===== config.mk =====
export PLATFORM = sky130hd
export DESIGN_NAME = button_debounce
export DESIGN_NICKNAME = d
export VERILOG_FILES = /design/src/rtl/button_debounce_pkg.sv /design/src/rtl/button_debounce_sync_2ff.sv /design/src/rtl/button_debounce.sv
export SDC_FILE = /design/constraint.sdc
export NUM_CORES = 1
export LEC_CHECK = 0
export CORE_MARGIN = 5
export CORE_UTILIZATION = 50
export CTS_CLUSTER_DIAMETER = 200
export DETAILED_ROUTE_END_ITERATION = 10
export GPL_TIMING_DRIVEN = 0
export PLACE_DENSITY = 0.68
export SLEW_MARGIN = 20
export SYNTH_ARGS = -nofsm -noshare
export SYNTH_HDL_FRONTEND = slang
export SYNTH_SLANG_ARGS = --single-unit

===== constraint.sdc =====
create_clock -name CLK -period 2.6 [get_ports CLK]
set_input_delay 0.39 -clock CLK [delete_from_list [all_inputs] [get_ports CLK]]
set_output_delay 0.39 -clock CLK [all_outputs]
set_load 0.1 [all_outputs]

===== src/rtl/button_debounce_pkg.sv =====
// Shared FSM state encodings and default timing constants for button_debounce.
// Latency: n/a (constants only).
// Backpressure: n/a.
package button_debounce_pkg;

  // Debounce FSM state encodings (2 bits).
  localparam logic [1:0] ST_REL    = 2'd0;  // stable released
  localparam logic [1:0] ST_WAIT_P = 2'd1;  // candidate press being qualified
  localparam logic [1:0] ST_PRS    = 2'd2;  // stable pressed
  localparam logic [1:0] ST_WAIT_R = 2'd3;  // candidate release being qualified

  // Defaults: 10 ms debounce and 500 ms long press at 100 MHz.
  localparam int DEBOUNCE_CYCLES_DEF = 1000000;
  localparam int LONG_CYCLES_DEF     = 50000000;

endpackage


===== src/rtl/button_debounce_sync_2ff.sv =====
// Two-flop synchroniser for asynchronous pad inputs, reset to a chosen idle value.
// Latency: 2 CLK edges from pad to q.
// Backpressure: none; q follows d continuously.
module sync_2ff #(
  parameter logic RST_VAL = 1'b0
) (
  input  logic CLK,
  input  logic RST,
  input  logic d,
  output logic q
);

  logic meta;

  // Two-stage capture; both stages take the idle value in reset.
  always_ff @(posedge CLK) begin
    if (RST) begin
      meta <= RST_VAL;
      q    <= RST_VAL;
    end else begin
      meta <= d;
      q    <= meta;
    end
  end

endmodule


===== src/rtl/button_debounce.sv =====
// Debounces one active-low button pin into a level plus press/release/long strobes.
// Latency: DEBOUNCE_CYCLES+3 edges from first low sample to BUT_LEVEL/BUT_PRESS.
// Backpressure: none; strobes are single-cycle. Long press needs BUTTON_DEBOUNCE_LONGPRESS_EN.
module button_debounce
  import button_debounce_pkg::*;
#(
  parameter int DEBOUNCE_CYCLES = DEBOUNCE_CYCLES_DEF,
  parameter int CNT_W           = 20,
  parameter int LONG_CYCLES     = LONG_CYCLES_DEF,
  parameter int LONG_W          = 26
) (
  input  logic CLK,
  input  logic RST,
  input  logic BUT_N,
  output logic BUT_LEVEL,
  output logic BUT_PRESS,
  output logic BUT_RELEASE,
  output logic BUT_LONG
);

  // Reject parameter sets whose terminal counts cannot be represented.
  if (DEBOUNCE_CYCLES < 1 || longint'(DEBOUNCE_CYCLES) >= (longint'(1) << CNT_W)) begin : g_bad_debounce
    $error("button_debounce: DEBOUNCE_CYCLES out of range for CNT_W");
  end
  if (LONG_CYCLES < 1 || longint'(LONG_CYCLES) >= (longint'(1) << LONG_W)) begin : g_bad_long
    $error("button_debounce: LONG_CYCLES out of range for LONG_W");
  end

  localparam logic [CNT_W-1:0] CNT_LAST = CNT_W'(DEBOUNCE_CYCLES - 1);

  logic             but_n_sync;
  logic             s;
  logic [1:0]       state;
  logic [CNT_W-1:0] cnt;
  logic             press_accept;
  logic             release_accept;

  // Pad idles high (released), so the synchroniser resets to 1.
  sync_2ff #(.RST_VAL(1'b1)) u_sync (
    .CLK (CLK),
    .RST (RST),
    .d   (BUT_N),
    .q   (but_n_sync)
  );

  assign s = ~but_n_sync;

  // Qualification completes on the sample where the counter hits its terminal value.
  assign press_accept   = (state == ST_WAIT_P) && s  && (cnt == CNT_LAST);
  assign release_accept = (state == ST_WAIT_R) && !s && (cnt == CNT_LAST);

  // Debounce FSM; level and strobes are registered alongside the state change.
  always_ff @(posedge CLK) begin
    if (RST) begin
      state       <= ST_REL;
      cnt         <= '0;
      BUT_LEVEL   <= 1'b0;
      BUT_PRESS   <= 1'b0;
      BUT_RELEASE <= 1'b0;
    end else begin
      BUT_PRESS   <= 1'b0;
      BUT_RELEASE <= 1'b0;
      case (state)
        ST_REL: begin
          if (s) begin
            state <= ST_WAIT_P;
            cnt   <= '0;
          end
        end
        ST_WAIT_P: begin
          if (!s) begin
            state <= ST_REL;
            cnt   <= '0;
          end else if (press_accept) begin
            state     <= ST_PRS;
            cnt       <= '0;
            BUT_LEVEL <= 1'b1;
            BUT_PRESS <= 1'b1;
          end else begin
            cnt <= cnt + CNT_W'(1);
          end
        end
        ST_PRS: begin
          if (!s) begin
            state <= ST_WAIT_R;
            cnt   <= '0;
          end
        end
        ST_WAIT_R: begin
          if (s) begin
            state <= ST_PRS;
            cnt   <= '0;
          end else if (release_accept) begin
            state       <= ST_REL;
            cnt         <= '0;
            BUT_LEVEL   <= 1'b0;
            BUT_RELEASE <= 1'b1;
          end else begin
            cnt <= cnt + CNT_W'(1);
          end
        end
        default: begin
          state <= ST_REL;
          cnt   <= '0;
        end
      endcase
    end
  end

`ifdef BUTTON_DEBOUNCE_LONGPRESS_EN
  localparam logic [LONG_W-1:0] LONG_LAST = LONG_W'(LONG_CYCLES - 1);
  localparam logic [LONG_W-1:0] LONG_SAT  = LONG_W'(LONG_CYCLES);

  logic [LONG_W-1:0] long_cnt;

  // Long-press timer: counts PRS cycles, fires once, then parks at LONG_SAT until
  // a fresh press or a confirmed release clears it (bounces via WAIT_R keep it).
  always_ff @(posedge CLK) begin
    if (RST) begin
      long_cnt <= '0;
      BUT_LONG <= 1'b0;
    end else begin
      BUT_LONG <= 1'b0;
      if (press_accept || release_accept) begin
        long_cnt <= '0;
      end else if (state == ST_PRS) begin
        if (long_cnt == LONG_LAST) begin
          BUT_LONG <= 1'b1;
          long_cnt <= LONG_SAT;
        end else if (long_cnt < LONG_LAST) begin
          long_cnt <= long_cnt + LONG_W'(1);
        end
      end
    end
  end
`else
  // Long-press feature compiled out: output held low.
  always_ff @(posedge CLK) begin
    BUT_LONG <= 1'b0;
  end
`endif

endmodule


-- Word-level counts from Yosys, hierarchy flattened
Index checks and enable logic that the tools add are counted.
- reduce and logical (&&, ||, !) cells: 11
- multiplexer cells: 21
- equality and inequality tests: 12
- bitwise gates (word level): 3
- add/subtract/negate cells: 1
- operator list (kind ; count):
    $mux W20 ; 6
    $pmux W20 S4 ; 1
    $add A20 B1 Y20 const B ; 1
    $eq A20 B20 Y1 const B ; 1
    $mux W2 ; 6
    $ne A2 B2 Y1 const B ; 4
    $pmux W2 S4 ; 1
    $mux W1 ; 6
    $reduce_or A3 Y1 ; 2
    $reduce_and A5 Y1 ; 1
    $eq A2 B2 Y1 const B ; 2
    $logic_and A1 B1 Y1 ; 4
    $ne A2 B1 Y1 const B ; 2
    $reduce_and A4 Y1 ; 1
    $ne A3 B2 Y1 const B ; 1
    $ne A3 B3 Y1 const B ; 1
    $not A1 Y1 ; 3
    $eq A2 B1 Y1 const B ; 1
    $logic_not A2 Y1 ; 1
    $pmux W1 S2 ; 1
    $reduce_and A2 Y1 ; 1
    $reduce_bool A2 Y1 ; 1
- word-level logic and storage cells: 55
- register bits: 27
- output and inout port bits: 4

-- Depth between registers and ports, before layout
Gate-level depths: netlist of run 1.
- word-level depth: 6
- mapped depth: 7
- gate-level depth less buffers: 6

-- Cells and area by module
A second synthesis of run 1 with hierarchy kept.
- cells, all modules: 155
- area, all modules: 1358.8 um^2
- modules (own cells, without submodules) (module ; cells an instance ; area an instance (um^2) ; instances ; sequential area each (um^2)):
    button_debounce ; 151 ; 1306.3 ; 1 ; 500.5
    sync_2ff ; 4 ; 52.6 ; 1 ; 40.0

-- Worst setup path after synthesis of run 1
Ideal clock, no wire load.
- path kind: register to register
- start point: register cnt[0]
- end point: register cnt[16]
- cell stages (with the launch flop): 8
- arrival: 1.678 ns
- path slack: 0.788 ns
- cells stage by stage: dfxtp_1 ha_1 nand3_1 nor4_4 a211oi_1 buf_2 a41oi_1 a31oi_1
- longest elaborated chain between the ends: 5
- elaborated cells on any way between the ends: 9
- classes of those cells: 1 x add/sub; 1 x eq/ne; 5 x mux; 2 x reduce/logical
- ends and longest elaborated chain (item ; RTL line ; RTL):
    from (decl) ; button_debounce.sv:34 ; logic [CNT_W-1:0] cnt;
    from (signal assigned) ; button_debounce.sv:80 ; cnt <= cnt + CNT_W'(1);
    from (signal assigned) ; button_debounce.sv:99 ; cnt <= cnt + CNT_W'(1);
    parallel branches: the longest is 4 deep, another holds $add A20 B1 Y20 ; -- ;
    $pmux W20 S4 * ; button_debounce.sv:63 ; case (state)
Every way passes the cells marked *.
A chain may end at the register's enable or synchronous reset.

-- Worst setup path in the final report of run 1
- start point: register BUT_LEVEL
- end point: output port BUT_LEVEL
- RTL lines (item ; RTL line ; RTL):
    from (decl) ; button_debounce.sv:15 ; output logic BUT_LEVEL,
    from (signal assigned) ; button_debounce.sv:57 ; BUT_LEVEL <= 1'b0;
    from (signal assigned) ; button_debounce.sv:77 ; BUT_LEVEL <= 1'b1;
    from (signal assigned) ; button_debounce.sv:96 ; BUT_LEVEL <= 1'b0;
No word-level cell between the ends.

==> flow_summary.toml, run 1 <==
[grt]
overflow = 0
grt_max_degree = 16
global_route.usage.total_pct = 17.5
first_global_vias = 1059
grt_pass1_wl_mm = 4.82
antenna_found_initial = 0

[floorplanning]
dieHeight_um = 60.7
io_pins = 7
coreArea_um2 = 2480
rows = 18
dieArea_um2 = 3680
fp.dieW_um = 60.7
start_util_pct = 51.9

[detailed_routing]
drc = 0
dr.first_iter.drc_count = 56
vias = 1169
wl_mm = 2.75
antenna_left = 0
wl_per_cell_um = 14.3
via_per_inst = 6.09
drtPass1Iterations = 4

[place]
io_buffers = 5
gp_congestion = 0.792
dp.final_hpwl_mm = 2.01
dpl-instance-area_um2 = 1370

[sta]
fmax_mhz = 445
worst_pin_slew_ps = 965
timing.slew.headroom_pct = 35.4
maxSlewViolCount = 0
hold_viol_final = 0
rsz0062_at_grt = "false"
skew_ps = 17.8
fin_crit_sh_pct = 86.4
fin_tns_setup_ps = 0
setup_viol = 0
fin_crit_ps = 2250

[cells_and_area]
fillers = 262
final_cell_area_um2 = 1410
synthToLayoutAreaGrowth_pct = 9.35
n_antenna_cell = 0
drive_gt1_share_pct = 8.64
nets = 167

[flow_run]
cap_violations = 0

[hold_path]
hold_class = "reg -> reg"

[synth]
netlist_instances = 153
yosys_warnings = 0
yosysTopAreaCell = "dfxtp_1"
seq_area_frac_synth_pct = 42.1
synth_top_cell_area_share_pct = 42.1
ys_types = 37
syn_avg_cell_area_um2 = 8.40
synth_area_um2 = 1280
synth_area_leaders = "dfxtp_1 42%, a31oi_1 6.8%, nand2_1 4.7%, a21oi_1 4.3%, nor2_1 3.8%"
syn-num-nets = 157
ys_ff_latch = 27

[clock_network]
clk_pin_slew_worst_paths_ps = 160
cts_hold_buf = 0
cts_resized = 0
cts_buffers = 3
root_buffer = "clkbuf_4"
cts_setup_buffers = 0
ctsLongestPathBuffers = 2
clock_sinks = 27
clk_latency_ps = 340
htree_levels = 1
cts_tree = "built"

[setup_path]
cp_top_family = "buffers and inverters"
worstPathCellList = "clkdlybuf4s50_1"
cp.required_ps = 2210
cp.arrival_ps = 1860
worstSetupStartpointType = "flop"
cp_slowest_cell = "clkdlybuf4s50_1"
path_class = "reg -> out"
cp_max_fo = 3
endpoint_kind = "primary output"
max_stage_delay_ps = 1140
path_buf_inv = 1

[pwr]
ir_drop_v = 0.000338
p_leak_nw = 0.521
powerDensity_nw_per_um2 = 464

[run_status]
status = "completed"
-- Yosys cell counts, drive strengths merged --
cell	number
dfxtp	27
nand2	16
a31oi	14
nor2	13
a21oi	11
o21ai	7
inv	6
nand4	6
buf	5
nand3	5
a22o	4
and3	4
nand2b	3
nor3	3
nor4	3
xor2	3
and3b	2
and4	2
mux2i	2
or2	2
or3	2
or4	2
xnor2	2
a211oi	1
a22oi	1
a41oi	1
clkbuf	1
conb	1
ha	1
nand4b	1
o2bb2ai	1
or4b	1
-- kinds of logic (layout without fill, tap and decap cells) --
group                      count (synthesis)  after routing  share of synthesized area (%)
DFF                                       27             27                           42.1
adders and majority gates                  1              1                          0.974
muxes                                      2              2                           1.56
other                                      1              1                          0.292
buffers and inverters                     12             21                           4.09
and+or+nand+nor                           65             65                           28.5
AOI/OAI and AO/OA                         40             40                           19.1
xor gates and xnor gates                   5              5                           3.41
-- worst paths after layout --
check	cells past startpoint	to	slack [ps]	from
worst max-delay path	1	BUT_LEVEL	350	BUT_LEVEL
worst min-delay path	1	u_sync.q	440	u_sync.meta
worst max register to register	7	cnt[6]	390	cnt[0]
worst min register to register	1	u_sync.q	440	u_sync.meta
-- state kept, by name, indices dropped and copies added (netlist names), named ones only --
name	flops
BUT_LEVEL	1
BUT_PRESS	1
BUT_RELEASE	1
cnt	20
state	1
u_sync.meta	1
u_sync.q	1
-- power breakdown --
part	internal (mW)	switching (mW)
clock	0.0578	0.129
sequential	0.417	0.00255
combinational	0.0124	0.0327
total	0.488	0.164
-- stage by stage --
stage / utilization, % / worst slack, ps / cells / hold slack (ps) / power (mW)
5_1_grt: 56.7 / 184 / 192 / 460 / 0.686
3_5_place_dp: 55.4 / 297 / 188 / 404 / 0.473
6_report: 56.7 / 354 / 192 / 443 / 0.652
2_1_floorplan: - / 788 / 153 / 389 / 0.462
3_3_place_gp: 55.4 / 360 / 188 / 398 / 0.473
4_1_cts: 56.5 / 340 / 192 / 446 / 0.657
-- layer usage --
| layer | vias up | part of all wire (%) | track usage [%] |
|---|---|---|---|
| met3 | 7 | 3.7 | 3.19 |
| met2 | 28 | 47 | 28.9 |
| met4 | 0 | 1.9 | 6.50 |
| li1 | 582 | - | - |
| met5 | - | 0 | 0 |
| met1 | 552 | 48 | 22.9 |
-- area by class of cell --
cell class / instances / area, µm² / area share [%]
multi-input cells: 114 / 697 / 49.6
flip-flops and latches: 27 / 541 / 38.5
repair buffers: 5 / 50.0 / 3.56
well taps: 30 / 37.5 / 2.67
plain buffers: 6 / 30.0 / 2.14
clock buffers: 3 / 22.5 / 1.60
inverters: 6 / 22.5 / 1.60
clock inverters: 1 / 5.00 / 0.356
-- layout by cell type (no fill, tap or decap), types with 3 or more instances in the layout --
cell type	synthesis	layout
a31oi_1	14	14
nand3_1	4	4
nand2b_1	3	3
dfxtp_1	27	27
and3_1	4	4
clkdlybuf4s50_1	0	5
o21ai_1	4	4
a22o_1	4	4
nand4_1	6	6
inv_1	6	6
buf_2	3	3
o21ai_0	3	3
clkbuf_4	0	3
a21oi_1	11	11
xor2_1	3	3
nand2_1	16	16
nor2_1	13	13
No activity file was read; power rests on OpenSTA's default activity.
==> run 2, diff against run 1 <==
--- a/config.mk
+++ b/config.mk
@@ -5,6 +5,7 @@
 export SDC_FILE = /design/constraint.sdc
 export NUM_CORES = 1
 export LEC_CHECK = 0
+export ABC_AREA = 1
 export CORE_MARGIN = 5
 export CORE_UTILIZATION = 50
 export CTS_CLUSTER_DIAMETER = 200
==> flow_summary.toml, run 2 <==
[cells_and_area]
fin_util_pct = 55.4
nets = 266
regMostFlops = "cnt"
n_antenna_cell = 0
mostFrequentLayoutCells = "71 x nand2_1, 27 x dfxtp_1, 26 x inv_1, 26 x nor2_1"
drive_gt1_share_pct = 21.1
final_common_cell = "nand2_1"
synthToLayoutAreaGrowth_pct = 7.95
largest_reg_flops = 20

[sta]
rsz0062_at_grt = "false"
fin_crit_sh_pct = 85.1
setup_viol = 0
fin_crit_ps = 2210
hold_viol_final = 0
fin_tns_setup_ps = 0
timing.slew.headroom_pct = 35.3
skew_ps = 2.36
maxSlewViolCount = 0
layout_setup_ws_ps = 388
worst_pin_slew_ps = 967
fmax_mhz = 452
hold_slack_ps = 430

[synth]
ys_types = 31
yosysTopAreaCell = "dfxtp_1"
synth_common_cells = "71 x nand2_1, 27 x dfxtp_1, 26 x inv_1, 26 x nor2_1"
yosysMostFrequentCell = "nand2_1"
syn_avg_cell_area_um2 = 6.74
synth_area_um2 = 1700
synthArstFlopShare_pct = 0
synth-edff-count = 0
ys_ff_latch = 27
yosys_warnings = 0
synth_flop_cell = "dfxtp_1"
synth_top_cell_area_share_pct = 31.8
seq_area_frac_synth_pct = 31.8
netlist_instances = 252
syn-num-nets = 256
synth_area_leaders = "dfxtp_1 32%, nand2_1 16%, inv_1 5.7%, nor2_1 5.7%, a21oi_2 4.6%"

[clock_network]
clk_pin_slew_worst_paths_ps = 150
clock_sinks = 27
root_buffer = "clkbuf_4"
cts_resized = 0
cts_hold_buf = 0
ctsLongestPathBuffers = 2
htree_levels = 1
clk_latency_ps = 330
cts_buffers = 3
cts_tree = "built"
cts_setup_buffers = 0

[grt]
global_route.usage.total_pct = 17.3
first_global_vias = 1316
grt_max_degree = 16
overflow = 0
antenna_found_initial = 0
grt_pass1_wl_mm = 6.18

[floorplanning]
rows = 21
start_util_pct = 51.3
dieArea_um2 = 4660
io_pins = 7
fp.dieW_um = 68.3
dieHeight_um = 68.3
coreArea_um2 = 3310

[hold_path]
hold_depth = 1
hold_class = "reg -> reg"

[setup_path]
worst-path-stages = 1
cp_slowest_cell = "clkdlybuf4s50_1"
r2r_cells = 9
endpoint_kind = "primary output"
max_stage_delay_ps = 1130
path_class = "reg -> out"
cp.arrival_ps = 1820
path_buf_inv = 1
cp_top_family = "buffers and inverters"
cp.required_ps = 2210
worstPathCellList = "clkdlybuf4s50_1"
worstSetupStartpointType = "flop"
cp_max_fo = 2

[detailed_routing]
antenna_left = 0
wl_per_cell_um = 11.4
drc = 0
vias = 1486
wl_mm = 3.51
drtPass1Iterations = 4
via_per_inst = 4.84
dr.first_iter.drc_count = 78

[pwr]
power_mw = 0.645
powerDensity_nw_per_um2 = 352
ir_drop_v = 0.000222
p_leak_nw = 0.640

[place]
io_buffers = 5
dp_slack_ps = 772
dp.final_hpwl_mm = 2.68
gp_congestion = 0.831

[run_status]
status = "completed"

[flow_run]
cap_violations = 0
-- run 2: cell types whose count changed after synthesis, sizes merged, moves of 7 or more --
cell   change
a21oi      +7
inv       +22
nand3     +16
a31oi     -14
o21ai      +8
nor2      +22
nand2     +66
-- run 2: layout make-up --
cell class | instances | area [µm²]
multi-input combinational | 189 | 995
fill | 356 | 1480
clock buffer | 3 | 22.5
buffer | 8 | 58.8
timing repair buffer | 5 | 50.0
sequential | 27 | 541
clock inverter | 1 | 5.00
inverter | 28 | 105
tap | 46 | 57.6
-- run 2: report_power, final --
group          total (mW)  internal (mW)  switching [mW]
combinational      0.0358         0.0103          0.0255
clock               0.192         0.0579           0.134
sequential          0.417          0.416         0.00153
total               0.645          0.484           0.161
-- run 2: per-stage QoR --
stage               instances  cell area (µm²)
global route              307             1830
floorplan                 252             1700
CTS                       307             1830
finish                    307             1830
global placement          303             1810
detailed placement        303             1810
-- run 2: logic make-up after synthesis --
kind of cell	synth area share, %
AO/OA/AOI/OAI	11.7
XOR/XNOR	1.03
adder cells (fa/ha/maj)	0.736
buffers and inverters	9.65
flip-flops	31.8
other	0.221
AND/OR/NAND/NOR	44.8
-- run 2: path summary, 6_finish.rpt --
| path | slack [ps] | start | end |
|---|---|---|---|
| max reg2reg | 920 | cnt[0] | cnt[5] |
| min reg2reg | 430 | u_sync.meta | u_sync.q |
| min | 430 | u_sync.meta | u_sync.q |
| max | 390 | BUT_LEVEL | BUT_LEVEL |
-- run 2: routing by layer --
| layer | global-route usage [%] | wire (µm) | vias to the layer above |
|---|---|---|---|
| met5 | 0 | 0 | - |
| met1 | 25.3 | 1870 | 653 |
| li1 | - | - | 816 |
| met3 | 2.13 | 48 | 6 |
| met4 | 5.21 | 55 | 0 |
| met2 | 26.2 | 1540 | 11 |
